<file path="config.mk">
export PLATFORM = sky130hd
export DESIGN_NAME = crc32_stream_gen_flat
export DESIGN_NICKNAME = d
export VERILOG_FILES = /design/src/rtl/crc32_stream_gen_if.sv /design/src/rtl/crc32_stream_gen.sv /design/src/flat_wrapper.sv
export SDC_FILE = /design/constraint.sdc
export NUM_CORES = 1
export LEC_CHECK = 0
export BUFFER_PORTS_ARGS = -buffer_cell sky130_fd_sc_hd__buf_4
export CORE_AREA = 2 2 287 289
export CTS_BUF_LIST = sky130_fd_sc_hd__clkbuf_8 sky130_fd_sc_hd__clkbuf_16
export CTS_CLUSTER_DIAMETER = 40
export DETAILED_ROUTE_END_ITERATION = 10
export DIE_AREA = 0 0 289 291
export GPL_TIMING_DRIVEN = 0
export PLACE_DENSITY = 0.7
export REMOVE_ABC_BUFFERS = 1
export SLEW_MARGIN = 20
export SYNTH_ARGS = -nofsm -noshare
export SYNTH_HDL_FRONTEND = slang
export SYNTH_SLANG_ARGS = --single-unit
</file>
<file path="constraint.sdc">
create_clock -name clk -period 23.9 [get_ports clk]
set_clock_uncertainty 0.1 [all_clocks]
set_input_delay 3.585 -clock clk [delete_from_list [all_inputs] [get_ports clk]]
set_output_delay 3.585 -clock clk [all_outputs]
set_load 0.01 [all_outputs]
</file>
<file path="src/rtl/crc32_stream_gen_if.sv">
// -----------------------------------------------------------------------------
// crc32_stream_gen_if
// Purpose : Bundles the beat-input and result-output handshakes of the
//           streaming CRC engine.
// Signals : data_i/valid_i/sop_i/eop_i  beat stream into the engine
//           ready_o                     engine can accept a beat
//           crc_o/crc_valid_o           finished checksum and its valid flag
//           crc_ready_i                 consumer takes the checksum
//           seq_err_o                   one-cycle framing-violation pulse
// Modports: slave  - the CRC engine
//           master - the producer/consumer side around it
// -----------------------------------------------------------------------------
interface crc32_stream_gen_if #(
  parameter int DATA_WIDTH = 512,
  parameter int CRC_WIDTH  = 32
);
  logic [DATA_WIDTH-1:0] data_i;
  logic                  valid_i;
  logic                  sop_i;
  logic                  eop_i;
  logic                  ready_o;
  logic [CRC_WIDTH-1:0]  crc_o;
  logic                  crc_valid_o;
  logic                  crc_ready_i;
  logic                  seq_err_o;

  modport slave (
    input  data_i, valid_i, sop_i, eop_i, crc_ready_i,
    output ready_o, crc_o, crc_valid_o, seq_err_o
  );

  modport master (
    output data_i, valid_i, sop_i, eop_i, crc_ready_i,
    input  ready_o, crc_o, crc_valid_o, seq_err_o
  );
endinterface

</file>
<file path="src/rtl/crc32_stream_gen.sv">
// -----------------------------------------------------------------------------
// crc32_stream_gen
// Purpose : Streaming CRC engine. Accumulates a CRC over a multi-beat frame
//           delimited by sop/eop and presents the result on a valid/ready
//           handshake. Polynomial, preset, final XOR and reflections are
//           elaboration-time parameters. One frame in flight at a time.
// Ports   : clk    rising-edge clock
//           rst_n  synchronous active-low reset
//           bus    crc32_stream_gen_if.slave (beat stream in, CRC out)
// -----------------------------------------------------------------------------
module crc32_stream_gen #(
  parameter int          DATA_WIDTH  = 512,
  parameter int          CRC_WIDTH   = 32,
  parameter logic [31:0] GEN_POLY    = 32'h000000AF,
  parameter logic [31:0] INIT_VAL    = 32'h00000000,
  parameter logic [31:0] XOR_OUT     = 32'h00000000,
  parameter bit          REFLECT_IN  = 1'b0,
  parameter bit          REFLECT_OUT = 1'b0
) (
  input  logic                clk,
  input  logic                rst_n,
  crc32_stream_gen_if.slave   bus
);

  localparam int                   NUM_BYTES = DATA_WIDTH / 8;
  localparam logic [CRC_WIDTH-1:0] POLY      = GEN_POLY[CRC_WIDTH-1:0];
  localparam logic [CRC_WIDTH-1:0] INIT      = INIT_VAL[CRC_WIDTH-1:0];
  localparam logic [CRC_WIDTH-1:0] XORV      = XOR_OUT[CRC_WIDTH-1:0];

  typedef enum logic [1:0] {
    ST_IDLE  = 2'd0,
    ST_ACCUM = 2'd1,
    ST_DONE  = 2'd2
  } state_t;

  state_t                r_state, w_state_next;
  logic [CRC_WIDTH-1:0]  r_crc, w_crc_next;
  logic [CRC_WIDTH-1:0]  r_crc_out, w_crc_out_next;
  logic                  r_crc_valid, w_crc_valid_next;
  logic                  r_seq_err, w_seq_err_next;
  logic [CRC_WIDTH-1:0]  w_crc_base, w_crc_upd, w_crc_rev;
  logic [DATA_WIDTH-1:0] w_data;
  logic                  w_ready, w_accept;

  // Optional per-byte bit reversal of the incoming beat.
  genvar gi, gj;
  generate
    for (gi = 0; gi < NUM_BYTES; gi++) begin : g_byte
      for (gj = 0; gj < 8; gj++) begin : g_bit
        assign w_data[gi*8+gj] = REFLECT_IN ? bus.data_i[gi*8+7-gj]
                                            : bus.data_i[gi*8+gj];
      end
    end
    for (gi = 0; gi < CRC_WIDTH; gi++) begin : g_rev
      assign w_crc_rev[gi] = w_crc_upd[CRC_WIDTH-1-gi];
    end
  endgenerate

  assign w_ready  = (r_state != ST_DONE);
  assign w_accept = bus.valid_i && w_ready;

  // A sop always restarts from the preset, even mid-frame.
  assign w_crc_base = (r_state == ST_ACCUM && !bus.sop_i) ? r_crc : INIT;

  // Bit-serial LFSR unrolled over the whole beat, MSB first.
  always_comb begin
    w_crc_upd = w_crc_base;
    for (int i = DATA_WIDTH - 1; i >= 0; i--) begin
      if (w_crc_upd[CRC_WIDTH-1] ^ w_data[i])
        w_crc_upd = {w_crc_upd[CRC_WIDTH-2:0], 1'b0} ^ POLY;
      else
        w_crc_upd = {w_crc_upd[CRC_WIDTH-2:0], 1'b0};
    end
  end

  always_comb begin
    w_state_next     = r_state;
    w_crc_next       = r_crc;
    w_crc_out_next   = r_crc_out;
    w_crc_valid_next = r_crc_valid;
    w_seq_err_next   = 1'b0;
    case (r_state)
      ST_IDLE: begin
        if (w_accept) begin
          if (bus.sop_i) begin
            w_crc_next   = w_crc_upd;
            w_state_next = bus.eop_i ? ST_DONE : ST_ACCUM;
          end else begin
            // Beat outside a frame is dropped.
            w_seq_err_next = 1'b1;
          end
        end
      end
      ST_ACCUM: begin
        if (w_accept) begin
          w_crc_next     = w_crc_upd;
          w_seq_err_next = bus.sop_i;
          if (bus.eop_i) w_state_next = ST_DONE;
        end
      end
      ST_DONE: begin
        if (r_crc_valid && bus.crc_ready_i) begin
          w_crc_valid_next = 1'b0;
          w_state_next     = ST_IDLE;
        end
      end
      default: w_state_next = ST_IDLE;
    endcase
    // Result is captured on the edge that accepts the eop beat.
    if (w_state_next == ST_DONE && r_state != ST_DONE) begin
      w_crc_out_next   = (REFLECT_OUT ? w_crc_rev : w_crc_upd) ^ XORV;
      w_crc_valid_next = 1'b1;
    end
  end

  always_ff @(posedge clk) begin
    if (!rst_n) begin
      r_state     <= ST_IDLE;
      r_crc       <= INIT;
      r_crc_out   <= '0;
      r_crc_valid <= 1'b0;
      r_seq_err   <= 1'b0;
    end else begin
      r_state     <= w_state_next;
      r_crc       <= w_crc_next;
      r_crc_out   <= w_crc_out_next;
      r_crc_valid <= w_crc_valid_next;
      r_seq_err   <= w_seq_err_next;
    end
  end

  assign bus.ready_o     = w_ready;
  assign bus.crc_o       = r_crc_out;
  assign bus.crc_valid_o = r_crc_valid;
  assign bus.seq_err_o   = r_seq_err;

endmodule

</file>
<file path="src/flat_wrapper.sv">
// flat-port wrapper written by rule: the top's interface ports become plain ports
module crc32_stream_gen_flat 
#(
  parameter int          DATA_WIDTH  = 512,
  parameter int          CRC_WIDTH   = 32,
  parameter logic [31:0] GEN_POLY    = 32'h000000AF,
  parameter logic [31:0] INIT_VAL    = 32'h00000000,
  parameter logic [31:0] XOR_OUT     = 32'h00000000,
  parameter bit          REFLECT_IN  = 1'b0,
  parameter bit          REFLECT_OUT = 1'b0
)
  (clk, rst_n, bus_data_i, bus_valid_i, bus_sop_i, bus_eop_i, bus_crc_ready_i, bus_ready_o, bus_crc_o, bus_crc_valid_o, bus_seq_err_o);
  crc32_stream_gen_if #(.DATA_WIDTH(DATA_WIDTH), .CRC_WIDTH(CRC_WIDTH)) bus_i ();
  input  logic clk;
  input  logic rst_n;
  input wire logic [$bits(bus_i.data_i)-1:0] bus_data_i;
  input wire logic [$bits(bus_i.valid_i)-1:0] bus_valid_i;
  input wire logic [$bits(bus_i.sop_i)-1:0] bus_sop_i;
  input wire logic [$bits(bus_i.eop_i)-1:0] bus_eop_i;
  input wire logic [$bits(bus_i.crc_ready_i)-1:0] bus_crc_ready_i;
  output wire logic [$bits(bus_i.ready_o)-1:0] bus_ready_o;
  output wire logic [$bits(bus_i.crc_o)-1:0] bus_crc_o;
  output wire logic [$bits(bus_i.crc_valid_o)-1:0] bus_crc_valid_o;
  output wire logic [$bits(bus_i.seq_err_o)-1:0] bus_seq_err_o;
  assign bus_i.data_i = bus_data_i;
  assign bus_i.valid_i = bus_valid_i;
  assign bus_i.sop_i = bus_sop_i;
  assign bus_i.eop_i = bus_eop_i;
  assign bus_i.crc_ready_i = bus_crc_ready_i;
  assign bus_ready_o = bus_i.ready_o;
  assign bus_crc_o = bus_i.crc_o;
  assign bus_crc_valid_o = bus_i.crc_valid_o;
  assign bus_seq_err_o = bus_i.seq_err_o;
  crc32_stream_gen #(.DATA_WIDTH(DATA_WIDTH), .CRC_WIDTH(CRC_WIDTH), .GEN_POLY(GEN_POLY), .INIT_VAL(INIT_VAL), .XOR_OUT(XOR_OUT), .REFLECT_IN(REFLECT_IN), .REFLECT_OUT(REFLECT_OUT)) u_core (.clk(clk), .rst_n(rst_n), .bus(bus_i));
endmodule
</file>
* Yosys cells after proc, flatten, opt, wreduce, memory -nomap -nowiden
Index checks and enable logic that the tools add are counted.
Storage, ports and cells: output and inout port bits 35, bits in registers 68, word-level logic and storage cells 1578
Cells by class: bitwise gates (word level) 1024, muxes and demuxes 531, reductions and logical operators 11, eq/ne operators 7
Operators with widths (number):
- $mux 8 | 512
- $not 6->6 | 512
- $xor 1x1->1 | 512
- $mux 32 | 4
- $pmux 32 s2 | 1
- $mux 2 | 6
- $mux 1 | 6
- $pmux 2 s3 | 1
- $reduce_bool 2->1 | 3
- $eq 2x2->1 const B | 2
- $logic_and 1x1->1 | 4
- $ne 2x1->1 const B | 2
- $ne 2x2->1 const B | 2
- $reduce_and 4->1 | 1
- $eq 2x1->1 const B | 1
- $logic_not 2->1 | 1
- $pmux 1 s2 | 1
- $reduce_and 2->1 | 1
- $logic_not 1->1 | 1

* Logic depth before layout (Yosys ltp)
Gate-level depths: netlist of the first run.
word-level depth 1030, depth in mapped cells 44, gate-level depth less buffers 39

* Worst setup path after synthesis of the first run
Ideal clock, no wire load.
path type input-to-reg, start input bus_sop_i, end register u_core.r_crc[10], stages 40, setup slack 6.264 ns, setup time 0.132 ns, arrival time 17.404 ns, data required time 23.668 ns, path through inv_1 -> ha_1 -> buf_4 -> buf_6 -> nand2_1 -> xor2_1 -> xnor3_1 -> xor2_1 -> xor3_1 -> xor3_2 -> xor2_2 -> xnor3_1 -> xnor2_2 -> xnor2_1 -> xnor3_1 -> xnor3_1 -> xnor3_1 -> xnor3_1 -> (+4 left out) -> xnor3_2 -> xnor2_4 -> xor2_2 -> xor3_1 -> xor3_2 -> xor3_2 -> xor3_1 -> xnor3_1 -> xnor3_1 -> xnor3_1 -> xnor2_2 -> xnor3_2 -> xor3_2 -> xor3_1 -> xnor3_1 -> xnor3_1 -> nand2_1 -> a21oi_1
Between the ends: word-level cells in the longest chain between the ends 230
RTL lines:
- start: declaration | line flat_wrapper.sv:18 | input wire logic [$bits(bus_i.sop_i)-1:0] bus_sop_i;
- $logic_not 1->1 | line crc32_stream_gen.sv:63 | assign w_crc_base = (r_state == ST_ACCUM && !bus.sop_i) ? r_crc : INIT;
- $logic_and 1x1->1 | line crc32_stream_gen.sv:63
- $mux 32 | line crc32_stream_gen.sv:63
- $xor 1x1->1 | line crc32_stream_gen.sv:69 | if (w_crc_upd[CRC_WIDTH-1] ^ w_data[i])
- $mux 8 | line crc32_stream_gen.sv:69
- $not 6->6 (no source line)
- $mux 8 | line crc32_stream_gen.sv:69
- $not 6->6 (no source line)
- (+212 left out)
- $mux 8 (2 in series) | line crc32_stream_gen.sv:69
- $not 6->6 (no source line)
- $mux 8 (2 in series) | line crc32_stream_gen.sv:69
- $not 6->6 (no source line)
- $mux 8 | line crc32_stream_gen.sv:69
- $mux 32 | line crc32_stream_gen.sv:85 | if (bus.sop_i) begin
- $mux 32 | line crc32_stream_gen.sv:84 | if (w_accept) begin
- $pmux 32 s2 | line crc32_stream_gen.sv:82 | case (r_state)
- end signal: assignment | line crc32_stream_gen.sv:125 | r_crc <= w_crc_next;
- end: declaration | line crc32_stream_gen.sv:37 | logic [CRC_WIDTH-1:0] r_crc, w_crc_next;
Several ways; a longest one is shown, not always the timed one. The select of a mux whose other input is x is not followed. A chain may end at the register's enable or synchronous reset.

* Final worst setup path of the first run
start input bus_sop_i, end register u_core.r_crc_out[10] (netlist: u_core.bus.crc_o[10])
Between the ends: word-level cells in the longest chain between the ends 227
RTL lines:
- $logic_not 1->1 | line crc32_stream_gen.sv:63
- $logic_and 1x1->1 | line crc32_stream_gen.sv:63
- $mux 32 | line crc32_stream_gen.sv:63
- $xor 1x1->1 | line crc32_stream_gen.sv:69
- $mux 8 | line crc32_stream_gen.sv:69
- $not 6->6 (no source line)
- $mux 8 | line crc32_stream_gen.sv:69
- $not 6->6 (no source line)
- (+209 left out)
- $not 6->6 (no source line)
- $mux 8 | line crc32_stream_gen.sv:69
- $not 6->6 (no source line)
- $mux 8 (2 in series) | line crc32_stream_gen.sv:69
- $not 6->6 (no source line)
- $mux 8 (2 in series) | line crc32_stream_gen.sv:69
- $not 6->6 (no source line)
- $mux 8 | line crc32_stream_gen.sv:69
- end signal: assignment | line crc32_stream_gen.sv:126 | r_crc_out <= w_crc_out_next;
- end: declaration | line crc32_stream_gen.sv:38 | logic [CRC_WIDTH-1:0] r_crc_out, w_crc_out_next;
Several ways; a longest one is shown, not always the timed one.

==> flow_metrics.env, run 1 <==
export IMPL_period_needed_ps=20790
export IMPL_crit_path_end_kind="flop"
export IMPL_ctsHtreeMaxLevel=3
export IMPL_max_slew_margin_pct=33.63
export IMPL_drt_pass1_iter_count=5
export IMPL_synth_top_area_share_pct=42.60
export IMPL_grt_overflow_total=0
export IMPL_rsz0062_at_grt="false"
export IMPL_slew_viol_final=0
export IMPL_grt_pass1_wl_microns=172300
export IMPL_syn_area_sq_um=40070
export IMPL_drive_gt1_share_pct=25.25
export IMPL_avgViaCountPerCell=5.229
export IMPL_ys_seq_area_share_pct=3.397
export IMPL_fin_crit_sh_pct=86.98
export IMPL_wire_per_inst_microns=27.64
export IMPL_clockBufferDepth=2
export IMPL_post_dp_hpwl_microns=108800
export IMPL_min_to="u_core.bus.crc_o[7]"
export IMPL_reg2reg_slack_ps=5950
export IMPL_port_buffers=552
export IMPL_r2r_end="u_core.bus.crc_o[10]"
export IMPL_cts_buffers=9
export IMPL_drv_cap=0
export IMPL_r2r_cells=40
export IMPL_yosysWarnings=0
export IMPL_hold_depth=2
export IMPL_crit_slowest_cell="xnor2_1"
export IMPL_synthCells=2786
export IMPL_initial_core_util_pct=49.36
export IMPL_drc=0
export IMPL_postCtsHoldBufs=0
export IMPL_fmaxAchievable_ghz=0.04811
export IMPL_drt_iter0_markers=1393
export IMPL_cp_max_fo=27
export IMPL_synth_edf_count=0
export IMPL_core_sq_um=81190
export IMPL_hp_class="flop to flop"
export IMPL_synth_top_area_cell="xnor3_1"
export IMPL_finalHoldViolations=0
export IMPL_critPathKind="input port to flop"
export IMPL_ys_seq_elements=68
export IMPL_ios=553
export IMPL_ys_top_cells_by_area="xnor3_1 (43%), xnor2_1 (18%), xor3_1 (10%)"
export IMPL_finalInstanceArea_sq_um=45720
export IMPL_reg2reg_from="u_core.r_state[0]"
export IMPL_grt_pass1_vias=24790
export IMPL_cpPeakStageDelay_ps=670
export IMPL_rows=105
export IMPL_cp_arrival_ps=20950
export IMPL_antenna_found_initial=7
export IMPL_synth_top_flop_cell="dfxtp_1"
export IMPL_drtAntennaViolNets=0
export IMPL_cts_sinks=68
export IMPL_run_status="complete, no violations"
export IMPL_post_cts_buffers=0
export IMPL_area_growth_syn_to_layout_pct=14.09
export IMPL_critPathLaunchType="input port"
export IMPL_grt_use_total_pct=28.60
export IMPL_gp_congestion=0.9856
export IMPL_cp_common_cell="xnor3_1"
export IMPL_cts_resized=0
export IMPL_clkTransAtPathRegs_ps=60
export IMPL_die_w_microns=289
export IMPL_cts_root_buf="clkbuf_16"
export IMPL_grt_max_degree=48
export IMPL_placed_cell_area_sq_um=45420
export IMPL_cts_tree="yes"
export IMPL_dieArea_sq_um=84100
export IMPL_async_flop_share_pct=0
export IMPL_crit_required_ps=24060
export IMPL_worst_slew_pin_slew_ps=988.5
export IMPL_num_vias=22960
export IMPL_drt_wl_total_microns=121400
export IMPL_clk_latency_ps=330
export IMPL_nets=3833
export IMPL_synth_area_per_cell_sq_um=14.38
export IMPL_synthDistinctLibCells=30
export IMPL_die_y_microns=291
export IMPL_min_delay_start="u_core.bus.crc_o[7]"
export IMPL_final_setup_tns_ps=0
export IMPL_setup_viol=0
-- cells by family after synthesis --
kind of cell               Yosys count  synth area share, %
buffers and inverters               43               0.6088
DFF                                 68                3.397
AOI/OAI and AO/OA                   73                1.102
xor gates and xnor gates          2419                93.10
and+or+nand+nor                    182                1.761
adders and majority gates            1              0.03122
-- Yosys cell counts, types with 4 or more instances --
cell / number
xnor2_2: 99
xor3_1: 174
xor2_4: 5
nor2_1: 34
xnor2_1: 808
buf_6: 4
a21oi_1: 39
xnor3_1: 758
dfxtp_1: 68
xnor3_2: 94
inv_1: 5
nand2_1: 139
xnor2_4: 18
xor2_1: 415
xor2_2: 33
o21a_1: 29
clkbuf_1: 12
buf_2: 10
and2_1: 4
xor3_2: 15
buf_4: 7
-- registers in the layout (all words and copies together) (netlist names) --
register / flops
u_core.bus.crc_valid_o: 1
u_core.r_crc: 32
u_core.r_state: 2
u_core.bus.seq_err_o: 1
u_core.bus.crc_o: 32
-- worst max path at each step --
stage,endpoint,slack [ps],startpoint
after floorplan,u_core.r_crc[10],5470,bus_sop_i
after global placement,u_core.r_crc[10],2020,bus_sop_i
after detailed placement,u_core.bus.crc_o[10],2860,bus_sop_i
after CTS,u_core.bus.crc_o[10],3170,bus_sop_i
after global routing,u_core.r_crc[22],2600,bus_sop_i
final,u_core.bus.crc_o[10],3110,bus_sop_i
-- cells in the final DEF (no fill, tap or decap), drive strengths merged, types with 2 or more instances in the layout --
cell type,n
xnor2,925
xnor3,852
buf,555
xor2,453
xor3,189
nand2,139
dfxtp,68
a21oi,39
nor2,34
o21a,29
clkbuf,9
inv,7
and2,4
o21ai,4
nor2b,3
clkinv,3
diode,2
-- final cells by class --
cell class | count | area, sq um
well taps | 1070 | 1339
repair buffers | 555 | 4219
clock inverters | 7 | 60.06
flip-flops and latches | 68 | 1361
clock buffers | 9 | 225.2
diodes | 2 | 5.005
multi-input cells | 2675 | 38490
inverters | 5 | 18.77
fillers | 6703 | 35470
-- worst max-delay path, delay by kind of cell --
| kind | cells | cell delay [ps] |
|---|---|---|
| adder cells (fa/ha/maj) | 1 | 550 |
| AND/OR/NAND/NOR | 2 | 140 |
| buffers and inverters | 3 | 420 |
| XOR/XNOR | 34 | 16100 |
| AO/OA/AOI/OAI | 1 | 140 |
-- through the flow --
| step | setup slack, ps | utilization, % | std cells | hold slack, ps |
|---|---|---|---|---|
| 2_1_floorplan | 5472 | - | 2748 | 346.9 |
| 3_3_place_gp | 2016 | 55.83 | 4370 | 348.5 |
| 3_5_place_dp | 2860 | 55.95 | 4373 | 357.6 |
| 4_1_cts | 3168 | 56.30 | 4389 | 365.6 |
| 5_1_grt | 2604 | 56.31 | 4391 | 378.5 |
| 6_report | 3113 | 56.31 | 4391 | 362.0 |
-- metal layers --
layer	track usage, %	wire length [microns]	vias up
li1	-	-	10530
met1	38.08	50290	11590
met3	1.505	5576	94
met4	5.959	2731	10
met5	0	69	-
met2	51.56	62690	732
Power of run 1 is not shown: default switching activity piles up to over one toggle a cycle in this logic, so the estimate is an artifact.
==> run 2, diff against run 1 <==
Settings changed: CORE_AREA 2 2 287 289 to 2 2 320 322, DIE_AREA 0 0 289 291 to 0 0 322 324, PLACE_DENSITY 0.7 to unset.
Clock period 23.9 ns to 17.9 ns, I/O delays scaled along.
==> run 2 against run 1 <==
Net effect:
- critical path depth rose by 2
- sequential cell count did not move
- routed wire length rose by 6.3%
- core utilization fell by 5.9 points
- setup slack got worse by 2800 ps
- die area rose by 24%
- first-iteration DRC count rose by 11%
- count of clock-buffer cells in the layout did not move
- sequential share of layout area fell by 0.31 points
- final cell count rose by 9.6%
- via count rose by 2.4%
- register-to-register slack got worse by 3800 ps
==> flow_metrics.env, run 2 (synthesis gave the netlist of run 1 again) <==
export IMPL_drtAntennaViolNets=0
export IMPL_critPathLaunchType="input port"
export IMPL_clkTransAtPathRegs_ps=60
export IMPL_multiInputGateArea_sq_um=41790
export IMPL_post_dp_hpwl_microns=112200
export IMPL_clk_latency_ps=330
export IMPL_cp_common_cell="xnor3_2"
export IMPL_ctsHtreeMaxLevel=3
export IMPL_final_cell_mix="buf_4 (715), xnor2_1 (656), xnor3_1 (600)"
export IMPL_num_vias=23510
export IMPL_wire_per_inst_microns=26.81
export IMPL_run_status="complete, no violations"
export IMPL_crit_required_ps=18000
export IMPL_die_w_microns=322
export IMPL_grt_use_total_pct=23.97
export IMPL_n_fill_cell=8805
export IMPL_die_y_microns=324
export IMPL_cpPeakStageDelay_ps=560
export IMPL_grt_pass1_wl_microns=175800
export IMPL_drc=0
export IMPL_cts_tree="yes"
export IMPL_fin_crit_sh_pct=98.27
export IMPL_drt_iter0_markers=1553
export IMPL_core_sq_um=101000
export IMPL_crit_path_end_kind="flop"
export IMPL_cts_buffers=9
export IMPL_worst_slew_pin_slew_ps=811.2
export IMPL_ios=553
export IMPL_port_buffers=552
export IMPL_dieArea_sq_um=104300
export IMPL_clockBufferDepth=2
export IMPL_postCtsHoldBufs=0
export IMPL_slew_viol_final=0
export IMPL_drv_cap=0
export IMPL_whs_ps=355.1
export IMPL_setup_viol=0
export IMPL_nets=4014
export IMPL_initial_core_util_pct=39.67
export IMPL_cts_root_buf="clkbuf_16"
export IMPL_gp_congestion=0.8901
export IMPL_fmaxAchievable_ghz=0.05685
export IMPL_cp_max_fo=7
export IMPL_drive_gt1_share_pct=41.69
export IMPL_cp_arrival_ps=17690
export IMPL_max_slew_margin_pct=45.73
export IMPL_rows=117
export IMPL_finalHoldViolations=0
export IMPL_avgViaCountPerCell=4.887
export IMPL_drt_wl_total_microns=129000
export IMPL_area_growth_syn_to_layout_pct=27.17
export IMPL_critPathKind="input port to flop"
export IMPL_period_needed_ps=17590
export IMPL_regArea_sq_um=1361
export IMPL_hp_class="flop to flop"
export IMPL_final_common_cell="buf_4"
export IMPL_cts_sinks=68
export IMPL_grt_overflow_total=0
export IMPL_crit_slowest_cell="xnor3_2"
export IMPL_drt_pass1_iter_count=7
export IMPL_grt_pass1_vias=24470
export IMPL_antenna_found_initial=6
export IMPL_grt_max_degree=48
## run 2: final timing paths
kind,startpoint,end,slack (ps),depth (start not counted)
worst max-delay path,bus_sop_i,u_core.r_crc[6],310,43
worst min-delay path,u_core.bus.crc_o[17],u_core.bus.crc_o[17],360,2
worst max register to register,u_core.r_state[0],u_core.r_crc[6],2180,42
worst min register to register,u_core.bus.crc_o[17],u_core.bus.crc_o[17],360,2
## run 2: critical path, delay by kind of cell
| kind | cells | cell delay (ps) |
|---|---|---|
| xor gates and xnor gates | 33 | 13320 |
| buffers and inverters | 6 | 970 |
| and+or+nand+nor | 2 | 350 |
| adders and majority gates | 1 | 230 |
| AOI/OAI and AO/OA | 1 | 70 |
## run 2: layout make-up
cell class	instances	share of cell area (%)
Clock buffer	9	0.4419
Clock inverter	7	0.2750
Multi-Input combinational cell	2675	81.99
Sequential cell	68	2.671
Timing Repair Buffer	736	11.36
Antenna cell	2	0.009821
Inverter	5	0.03683
Tap cell	1309	3.214
## run 2: per-stage QoR
stage	util, %	cells	setup TNS, ps	setup slack (ps)	instance area, sq um
finish	50.45	4811	0	309.3	50960
global route	50.45	4811	-484.8	-56.93	50960
CTS	48.14	4704	0	4.880	48620
detailed placement	45.27	4612	-104230	-1887	45720
global placement	45.18	4609	-166020	-2851	45630
floorplan	-	2748	0	371.6	39850
## run 2: layer usage
metal / track usage, % / vias to the layer above / routed length, microns
li1: - / 10840 / -
met3: 1.854 / 132 / 5361
met4: 7.061 / 4 / 4419
met1: 31.79 / 11820 / 54560
met5: 0 / - / 26
met2: 42.02 / 707 / 64600
## run 2: what timing repair did
item,4_1_cts,5_1_grt
endpoints found under the setup margin,64,64
pin swaps,67,87
setup buffers,76,105
gates resized for setup,308,244
Power of run 2 is left out for the same reason.
